**src/rtl/wired_bus_arbiter_pkg.sv**
```systemverilog
// Shared types and helpers for the wired-bus arbiter and related shared-net controllers.
package wired_bus_pkg;

  typedef enum logic [1:0] {
    IDLE  = 2'd0,
    GRANT = 2'd1,
    TURN  = 2'd2
  } arb_state_e;

  localparam int unsigned TIMEOUT_DEFAULT = 15;

  // Index following idx in a ring of n requesters.
  function automatic int unsigned rr_next(input int unsigned idx, input int unsigned n);
    return (idx + 1 >= n) ? 0 : idx + 1;
  endfunction

endpackage

```
**src/rtl/wired_bus_arbiter_if.sv**
```systemverilog
// Request/grant bundle between the requesters and the wired-bus arbiter.
interface wired_bus_if #(
  parameter int unsigned N_REQ = 4
);
  localparam int unsigned ID_W = $clog2(N_REQ);

  logic [N_REQ-1:0] req;
  logic [N_REQ-1:0] done;
  logic [N_REQ-1:0] gnt;
  logic [N_REQ-1:0] drv_en;
  logic [ID_W-1:0]  owner;
  logic             bus_busy;
  logic             timeout_pulse;

  modport master (
    input  req, done,
    output gnt, drv_en, owner, bus_busy, timeout_pulse
  );

  modport slave (
    output req, done,
    input  gnt, drv_en, owner, bus_busy, timeout_pulse
  );
endinterface

```
**src/rtl/wired_bus_arbiter_rr_pick.sv**
```systemverilog
// Combinational round-robin picker: first set req bit at or after ptr, wrapping.
module rr_pick #(
  parameter int unsigned N    = 4,
  parameter int unsigned ID_W = $clog2(N)
) (
  input  logic [N-1:0]    req,
  input  logic [ID_W-1:0] ptr,
  output logic            valid,
  output logic [ID_W-1:0] index
);

  logic [ID_W-1:0] idx;

  // Scan from the far end so the candidate closest to ptr is written last and wins.
  always_comb begin
    valid = 1'b0;
    index = '0;
    idx   = '0;
    for (int i = int'(N) - 1; i >= 0; i--) begin
      idx = ID_W'((32'(ptr) + 32'(i)) % N);
      if (req[idx]) begin
        valid = 1'b1;
        index = idx;
      end
    end
  end

endmodule

```
**src/rtl/wired_bus_arbiter.sv**
```systemverilog
// Round-robin owner selection for a shared wired bus, with a dead cycle between owners.
module wired_bus_arbiter
  import wired_bus_pkg::*;
#(
  parameter int unsigned N_REQ   = 4,
  parameter int unsigned TIMEOUT = TIMEOUT_DEFAULT
) (
  input logic        clk,
  input logic        rst_n,
  wired_bus_if.master bus
);

  localparam int unsigned ID_W  = $clog2(N_REQ);
  localparam int unsigned CNT_W = 8;
  localparam logic [CNT_W-1:0] CNT_MAX = '1;
  localparam logic [CNT_W-1:0] TO_VAL  = CNT_W'(TIMEOUT);

  arb_state_e       state_q, state_n;
  logic [N_REQ-1:0] gnt_q, gnt_n, drv_q;
  logic [ID_W-1:0]  owner_q, owner_n, ptr_q, ptr_n, pick_idx;
  logic [CNT_W-1:0] cnt_q, cnt_n;
  logic             busy_q, tp_q, tp_n, pick_valid;
  logic             rel_done, rel_req, rel_to;

  rr_pick #(.N(N_REQ), .ID_W(ID_W)) u_pick (
    .req   (bus.req),
    .ptr   (ptr_q),
    .valid (pick_valid),
    .index (pick_idx)
  );

  // Next-state and next-output logic.
  always_comb begin
    state_n  = state_q;
    gnt_n    = gnt_q;
    owner_n  = owner_q;
    ptr_n    = ptr_q;
    cnt_n    = cnt_q;
    tp_n     = 1'b0;
    rel_done = bus.done[owner_q];
    rel_req  = ~bus.req[owner_q];
    rel_to   = (TIMEOUT != 0) && (cnt_q == TO_VAL);
    case (state_q)
      GRANT: begin
        if (rel_done || rel_req || rel_to) begin
          state_n = TURN;
          gnt_n   = '0;
          ptr_n   = ID_W'(rr_next(32'(owner_q), N_REQ));
          cnt_n   = '0;
          tp_n    = rel_to && !rel_done && !rel_req;
        end else if (cnt_q != CNT_MAX) begin
          cnt_n = cnt_q + CNT_W'(1);
        end
      end
      default: begin
        // IDLE and TURN both arbitrate; TURN always lasts one cycle.
        if (pick_valid) begin
          state_n = GRANT;
          gnt_n   = N_REQ'(1) << pick_idx;
          owner_n = pick_idx;
          cnt_n   = CNT_W'(1);
        end else begin
          state_n = IDLE;
          gnt_n   = '0;
        end
      end
    endcase
  end

  always_ff @(posedge clk or negedge rst_n) begin
    if (!rst_n) begin
      state_q <= IDLE;
      gnt_q   <= '0;
      drv_q   <= '0;
      owner_q <= '0;
      ptr_q   <= '0;
      cnt_q   <= '0;
      busy_q  <= 1'b0;
      tp_q    <= 1'b0;
    end else begin
      state_q <= state_n;
      gnt_q   <= gnt_n;
      drv_q   <= gnt_n;
      owner_q <= owner_n;
      ptr_q   <= ptr_n;
      cnt_q   <= cnt_n;
      busy_q  <= (state_n != IDLE);
      tp_q    <= tp_n;
    end
  end

  assign bus.gnt           = gnt_q;
  assign bus.drv_en        = drv_q;
  assign bus.owner         = owner_q;
  assign bus.bus_busy      = busy_q;
  assign bus.timeout_pulse = tp_q;

endmodule

```
**src/flat_wrapper.sv**
```systemverilog
// flat-port wrapper written by rule: the top's interface ports become plain ports
module wired_bus_arbiter_flat import wired_bus_pkg::*;
#(
  parameter int unsigned N_REQ   = 4,
  parameter int unsigned TIMEOUT = TIMEOUT_DEFAULT
)
  (clk, rst_n, bus_req, bus_done, bus_gnt, bus_drv_en, bus_owner, bus_bus_busy, bus_timeout_pulse);
  wired_bus_if #(.N_REQ(N_REQ)) bus_i ();
  input logic clk;
  input logic rst_n;
  input wire logic [$bits(bus_i.req)-1:0] bus_req;
  input wire logic [$bits(bus_i.done)-1:0] bus_done;
  output wire logic [$bits(bus_i.gnt)-1:0] bus_gnt;
  output wire logic [$bits(bus_i.drv_en)-1:0] bus_drv_en;
  output wire logic [$bits(bus_i.owner)-1:0] bus_owner;
  output wire logic [$bits(bus_i.bus_busy)-1:0] bus_bus_busy;
  output wire logic [$bits(bus_i.timeout_pulse)-1:0] bus_timeout_pulse;
  assign bus_i.req = bus_req;
  assign bus_i.done = bus_done;
  assign bus_gnt = bus_i.gnt;
  assign bus_drv_en = bus_i.drv_en;
  assign bus_owner = bus_i.owner;
  assign bus_bus_busy = bus_i.bus_busy;
  assign bus_timeout_pulse = bus_i.timeout_pulse;
  wired_bus_arbiter #(.N_REQ(N_REQ), .TIMEOUT(TIMEOUT)) u_core (.clk(clk), .rst_n(rst_n), .bus(bus_i));
endmodule
```
**config.mk**
```make
export PLATFORM = sky130hd
export DESIGN_NAME = wired_bus_arbiter_flat
export DESIGN_NICKNAME = d
export VERILOG_FILES = /design/src/rtl/wired_bus_arbiter_pkg.sv /design/src/rtl/wired_bus_arbiter_if.sv /design/src/rtl/wired_bus_arbiter_rr_pick.sv /design/src/rtl/wired_bus_arbiter.sv /design/src/flat_wrapper.sv
export SDC_FILE = /design/constraint.sdc
export NUM_CORES = 1
export LEC_CHECK = 0
export ABC_AREA = 1
export BUFFER_PORTS_ARGS = -buffer_cell sky130_fd_sc_hd__buf_2
export CAP_MARGIN = 10
export CELL_PAD_IN_SITES_DETAIL_PLACEMENT = 1
export CELL_PAD_IN_SITES_GLOBAL_PLACEMENT = 2
export CORE_UTILIZATION = 32
export CTS_CLUSTER_DIAMETER = 80
export DETAILED_ROUTE_END_ITERATION = 8
export PLACE_DENSITY_LB_ADDON = 0.1
export SLEW_MARGIN = 20
export SYNTH_ARGS = -nofsm -noshare
export SYNTH_HDL_FRONTEND = slang
export SYNTH_SLANG_ARGS = --single-unit
```
**constraint.sdc**
```tcl
create_clock -name clk -period 1.8 [get_ports clk]
set_clock_uncertainty 0.15 [all_clocks]
set_input_delay 0.36 -clock clk [delete_from_list [all_inputs] [get_ports clk]]
set_output_delay 0.36 -clock clk [all_outputs]
set_load 0.02 [all_outputs]
```
* Word level (Yosys, flattened, before mapping)
Cells that the tools add are included.
** Word-level totals
- Memories kept :: 0
- Bits in read-only memories :: 0
- Output and inout port bits :: 12
- Bits in latches :: 0
- Bits in registers :: 20
- RAM bits :: 0
- Logic and storage cells :: 69
** Operators by class
- Reductions and logical operators :: 10
- Mux-type cells :: 33
- Multiply operators :: 0
- Equality and inequality tests :: 5
- Bitwise logic cells :: 2
- Divide/modulo/power cells :: 0
- $add $sub $neg :: 5
- Shift-type cells :: 1
- $lt $le $gt $ge :: 6
** Operators with widths (count)
- 8-bit two-way mux :: 4
- 2-bit by 3-bit < comparator with 1-bit output (second input constant) :: 5
- 2-bit two-way mux :: 7
- 1-bit two-way mux :: 13
- 1-bit binary-select mux with 2-bit select :: 6
- 4-bit two-way mux :: 3
- 8-bit by 1-bit adder with 8-bit output (second input constant) :: 1
- 8-bit by 4-bit equality test with 1-bit output (second input constant) :: 1
- 8-bit != test (second input constant) :: 1
- 2-bit AND reduction :: 3
- 2-bit adder (second input constant) :: 2
- 2-bit nonzero test :: 2
- 1-bit by 2-bit << shifter with 4-bit output (first input constant) :: 1
- 2-bit by 1-bit adder with 3-bit output (second input constant) :: 1
- 3-bit greater-or-equal comparator (second input constant) :: 1
- 3-bit by 1-bit != test with 1-bit output (second input constant) :: 1
- 2-bit by 1-bit adder with 2-bit output (second input constant) :: 1
- 2-bit by 1-bit equality test with 1-bit output (second input constant) :: 1
- 1-bit logical AND :: 2
- 1-bit logical OR :: 2
- 2-bit by 1-bit != test with 1-bit output (second input constant) :: 1
- 1-bit inverter :: 2
- 1-bit logical NOT :: 1

* Logic depth before layout (Yosys ltp)
- Depth after elaboration :: 10
- Mapped depth :: 13

* Cells and area by module
A second synthesis with hierarchy kept.
** Second synthesis, totals
- Cell total of the unflattened synthesis :: 188
- Area, all modules :: 1352.5 um^2
** Modules (own cells, without submodules)
- wired_bus_arbiter :: area each 1139.8 um^2, instances 1, cells each 142
- rr_pick :: area each 212.7 um^2, instances 1, cells each 46

* Worst setup path after synthesis
Ideal clock, no wire load.
- Path type :: reg2reg
- Start :: register u_core.cnt_q[0]
- End :: register u_core.cnt_q[3]
- Stages on the path, launching flop included :: 11
- Period minus slack after synthesis :: 1.639 ns
- Library setup time :: 0.120 ns
- Setup slack :: 0.161 ns
- Arrival :: 1.370 ns
- Data required time :: 1.530 ns
- Cells stage by stage :: dfrtp_1 ha_1 nand2_1 nor2_1 nand4_1 nand3_2 nand2_1 nand2_2 buf_6 nand2_2 o21ai_2
** On the way
- Word-level cells in the longest chain between the ends :: 4
** RTL lines
- start, declared :: RTL line wired_bus_arbiter.sv:21 : logic [CNT_W-1:0] cnt_q, cnt_n;
- start signal, assigned :: RTL line wired_bus_arbiter.sv:86 : cnt_q <= cnt_n;
- 8-bit by 1-bit adder with 8-bit output or 8-bit by 4-bit equality test with 1-bit output (tied branches) :: RTL line wired_bus_arbiter.sv:52, wired_bus_arbiter.sv:42
- 8-bit two-way mux or 1-bit logical OR (tied branches) :: RTL line wired_bus_arbiter.sv:51, wired_bus_arbiter.sv:45
- 8-bit two-way mux or 3-bit by 1-bit != test with 1-bit output (tied branches)
- 8-bit two-way mux or 2-bit AND reduction (tied branches)
Parallel ways exist; a longest one is shown, timed or not. The select of a mux whose other input is x is not followed.
A chain may end at the register's enable or synchronous reset.

* Worst setup path after layout
- Start :: register u_core.ptr_q[0]
- End :: register u_core.cnt_q[4]
** On the way
- Word-level cells in the longest chain between the ends :: 9
** RTL lines
- start, declared :: RTL line wired_bus_arbiter.sv:20 : logic [ID_W-1:0] owner_q, owner_n, ptr_q, ptr_n, pick_idx;
- start signal, assigned :: RTL line wired_bus_arbiter.sv:85 : ptr_q <= ptr_n;
- 2-bit adder :: RTL line wired_bus_arbiter_rr_pick.sv:20 : idx = ID_W'((32'(ptr) + 32'(i)) % N);
- 1-bit binary-select mux with 2-bit select :: RTL line wired_bus_arbiter_rr_pick.sv:21 : if (req[idx]) begin
- 1-bit two-way mux (not written as such) :: RTL line wired_bus_arbiter_rr_pick.sv:21
- 1-bit two-way mux (3 in series) :: RTL line wired_bus_arbiter_rr_pick.sv:21
- 1-bit two-way mux * :: RTL line wired_bus_arbiter_rr_pick.sv:21
- 2-bit nonzero test (no line) *
- 2-bit AND reduction (no line) *
Every way passes the cells marked *; elsewhere a longest branch is shown, timed or not. The select of a mux whose other input is x is not followed.

==> key figures <==
Worst setup path
  • Cell depth of the worst flop-to-flop path: 10
  • Crit path DAT: 1.79 ns
  • Max FO, Critical Path: 7
  • Crit Path Category: register to register
  • Required time of the critical path: 1.84 ns
  • Worst R2R End: u_core.cnt_q[4]
  • R2R setup slack: 0.05 ns
  • Startpoint types: register
  • R2r startpoint: u_core.ptr_q[0]
  • Worst Setup End Kind: register

Synthesis
  • Top post-synthesis cells by area: dfrtp_1 (38%), nand2_1 (14%), inv_1 (5.1%)
  • Multiplexer area fraction after synthesis: 0
  • Largest family of logic cells by synthesized area: simple AND/OR/NAND/NOR gates
  • Area share of fa/ha/maj cells after synthesis: 0.0188
  • Yosys warns: 0
  • Syn Inst Count: 171
  • Mapped cell area: 1330 um^2
  • Yosys top cell area share: 0.376
  • Top cell type by total area after synthesis: dfrtp_1
  • Synth Area in XOR/XNOR: 0.0198
  • Simple-Gate Fraction of Synth Area: 0.394
  • Yosys cell types: 31
  • Synth Area in Compound Gates: 0.0884
  • Synth Net Count: 183
  • Mapped Avg Cell Area: 7.78 um^2
  • #FFs+latches synth: 20
  • Post-synthesis sequential area ratio: 0.376

Timing
  • Slew HR: 0.683
  • Worst hold slack: 0.372 ns
  • Max Slew Vio Count: 0
  • Worst-Margin Slew: 0.476 ns
  • Tcrit/Tclk final: 0.975
  • Min Tclk post-route: 1.75 ns
  • Final hold vios: 0
  • Max frequency: 0.570 GHz
  • Setup-violating endpoint count in the final report: 0
  • RSZ-0062 raised after global routing: yes

Placement
  • IO Port Bufs: 21
  • Placement Cell Area: 1600 um^2
  • GPL Wtd Cong: 0.873
  • Hpwl dp: 2.86 mm

Clocking
  • Clock Latency Late Sink: 0.26 ns
  • Root Buffer: clkbuf_8
  • TritonCTS Buffers: 3
  • CTS Buffer Depth: 2
  • Clock slew at reported path FFs: 0.08 ns
  • Htree depth: 1
  • CTS Sinks: 20
  • TritonCTS clock tree: done

Global route
  • Largest net degree at the start of global routing: 21
  • Number of global-route vias before repair: 1320
  • GRT Total Usage: 0.192
  • First-pass GRT wire length: 6.31 mm
  • Total grt overflow: 0
  • Initial antenna violation count: 0

Floorplan
  • CORE AREA: 4000 um^2
  • Die Wd: 66.5 um
  • Top Ports: 22
  • Die H: 66.5 um
  • Rows: 23
  • Die ar.: 4420 um^2
  • Starting Density: 0.332

Cells and area
  • Number of diodes: 0
  • Nets@finish: 230
  • Fillers: 509
  • Multi-input gate area: 772 um^2
  • Most frequent cells in the layout: nand2_1 (43), buf_4 (25), buf_2 (21), inv_1 (18), dfrtp_1 (18)
  • Syn-to-layout area delta: 33.8%
  • Most common cell after layout, fill and taps aside: nand2_1
  • Fraction of layout cells with a size suffix above 1: 0.419
  • Fin area: 1780 um^2
  • Post-layout util: 0.445
  • Reg area: 503 um^2

Drt
  • Final wirelength: 3.68 mm
  • Via Count: 1277
  • Drt pass-1 iters: 4
  • Initial DRC Count: 32
  • Final ANT Viol Nets: 0
  • Mean routed wirelength per cell: 13.8 um
  • # DRC: 0
  • Post-DR vias/cell: 4.78

Power
  • Lkg Pwr: 0.944 nW
  • Pwr dens: 1490 nW/um^2
  • VDD IR-drop max: 0.490 mV

Hold path
  • Worst hold path depth: 2
  • Worst min path class: register to register
  • HP Start: u_core.bus.gnt[1]
  • Hold path endpoint: u_core.bus.gnt[1]

Run
  • Max-cap viol count: 0

Status
  • Outcome: finished, final reports clean
routing by layer:
layer / vias up / part of all wire / track usage
met5: - / 0 / 0
met4: 0 / 0.0052 / 0.0399
met3: 2 / 0.028 / 0.0462
met2: 28 / 0.47 / 0.304
met1: 606 / 0.50 / 0.263
li1: 641 / - / -
worst max-delay path by stage:
stage	endpoint	depth (start not counted)	start	slack, ns
after floorplan	u_core.cnt_q[3]	10	u_core.cnt_q[0]	0.16
after global placement	u_core.cnt_q[0]	10	u_core.ptr_q[0]	-0.02
after detailed placement	u_core.cnt_q[4]	11	u_core.ptr_q[0]	-0.12
after CTS	u_core.cnt_q[7]	9	u_core.cnt_q[0]	0.03
after global routing	u_core.bus.gnt[3]	11	u_core.ptr_q[0]	-0.03
final	u_core.cnt_q[4]	10	u_core.ptr_q[0]	0.05
flip-flops by register name, summed over array words and instances (netlist names):
signal	count
u_core.bus.bus_busy	1
u_core.bus.gnt	4
u_core.bus.owner	2
u_core.bus.timeout_pulse	1
u_core.cnt_q	8
u_core.ptr_q	2
u_core.state_q	2
area by class of cell:
| type | instances | area share |
|---|---|---|
| Clock buffer | 4 | 0.0309 |
| Inverter | 21 | 0.0471 |
| Multi-Input combinational cell | 125 | 0.434 |
| Sequential cell | 20 | 0.283 |
| Tap cell | 50 | 0.0352 |
| Timing Repair Buffer | 47 | 0.170 |
worst max-delay path, cell delays in order (launching register included):
cell and delay (ns):
dfrtp_2 0.50, nand2_1 0.14, nand2_4 0.07, nor2_4 0.11, inv_2 0.06, nor2_8 0.12
nand2_4 0.08, nand2_4 0.10, nand2_4 0.08, buf_4 0.15, o21ai_2 0.10
power breakdown:
part | switching (mW) | total, mW | internal [mW]
Combinational | 0.980 | 1.59 | 0.614
Clock | 0.155 | 0.350 | 0.195
Sequential | 0.133 | 0.709 | 0.576
Total | 1.27 | 2.65 | 1.38
synthesized netlist by cell type:
library cell and instances:
a21oi_1 1, and2_4 1, buf_4 4, buf_6 2, dfrtp_1 20, ha_1 2
inv_1 18, inv_2 2, inv_6 1, nand2_1 50, nand2_2 7, nand2_4 3
nand3_1 12, nand3_2 1, nand3_4 1, nand3b_1 2, nand4_1 5, nor2_1 6
nor2_2 2, nor2_4 1, nor2_8 1, nor3_1 6, nor3b_1 1, o21ai_0 6
o21ai_1 3, o21ai_2 6, o21bai_1 1, o31ai_1 1, or2_1 1, or2_2 1
xor2_1 3
kinds of logic (layout without fill, tap and decap cells):
| logic type | after synthesis | count (layout) |
|---|---|---|
| and+or+nand+nor | 101 | 102 |
| xor gates and xnor gates | 3 | 3 |
| DFF | 20 | 20 |
| buffers and inverters | 27 | 72 |
| adders and majority gates | 2 | 2 |
| AOI/OAI and AO/OA | 18 | 18 |
per-stage QoR:
step / total power [mW] / instances / TNS [ns] / setup WS, ns
after global routing: 2.92 / 267 / -0.143 / -0.0339
after global placement: 2.09 / 257 / -0.0814 / -0.0214
final: 2.65 / 267 / 0 / 0.0454
after detailed placement: 2.14 / 257 / -0.840 / -0.115
after CTS: 2.53 / 264 / 0 / 0.0279
after floorplan: 1.69 / 171 / 0 / 0.161
what timing repair did:
item                       in CTS  in global routing
setup buffers                   1                  3
cloned                          1                  0
gates resized for setup         7                 14
hold endpoints to repair       20                  0
setup endpoints to repair      12                 14
hold buffers                    1                  0
pin swaps                       2                  6
Power figures use the tool's default switching activity.
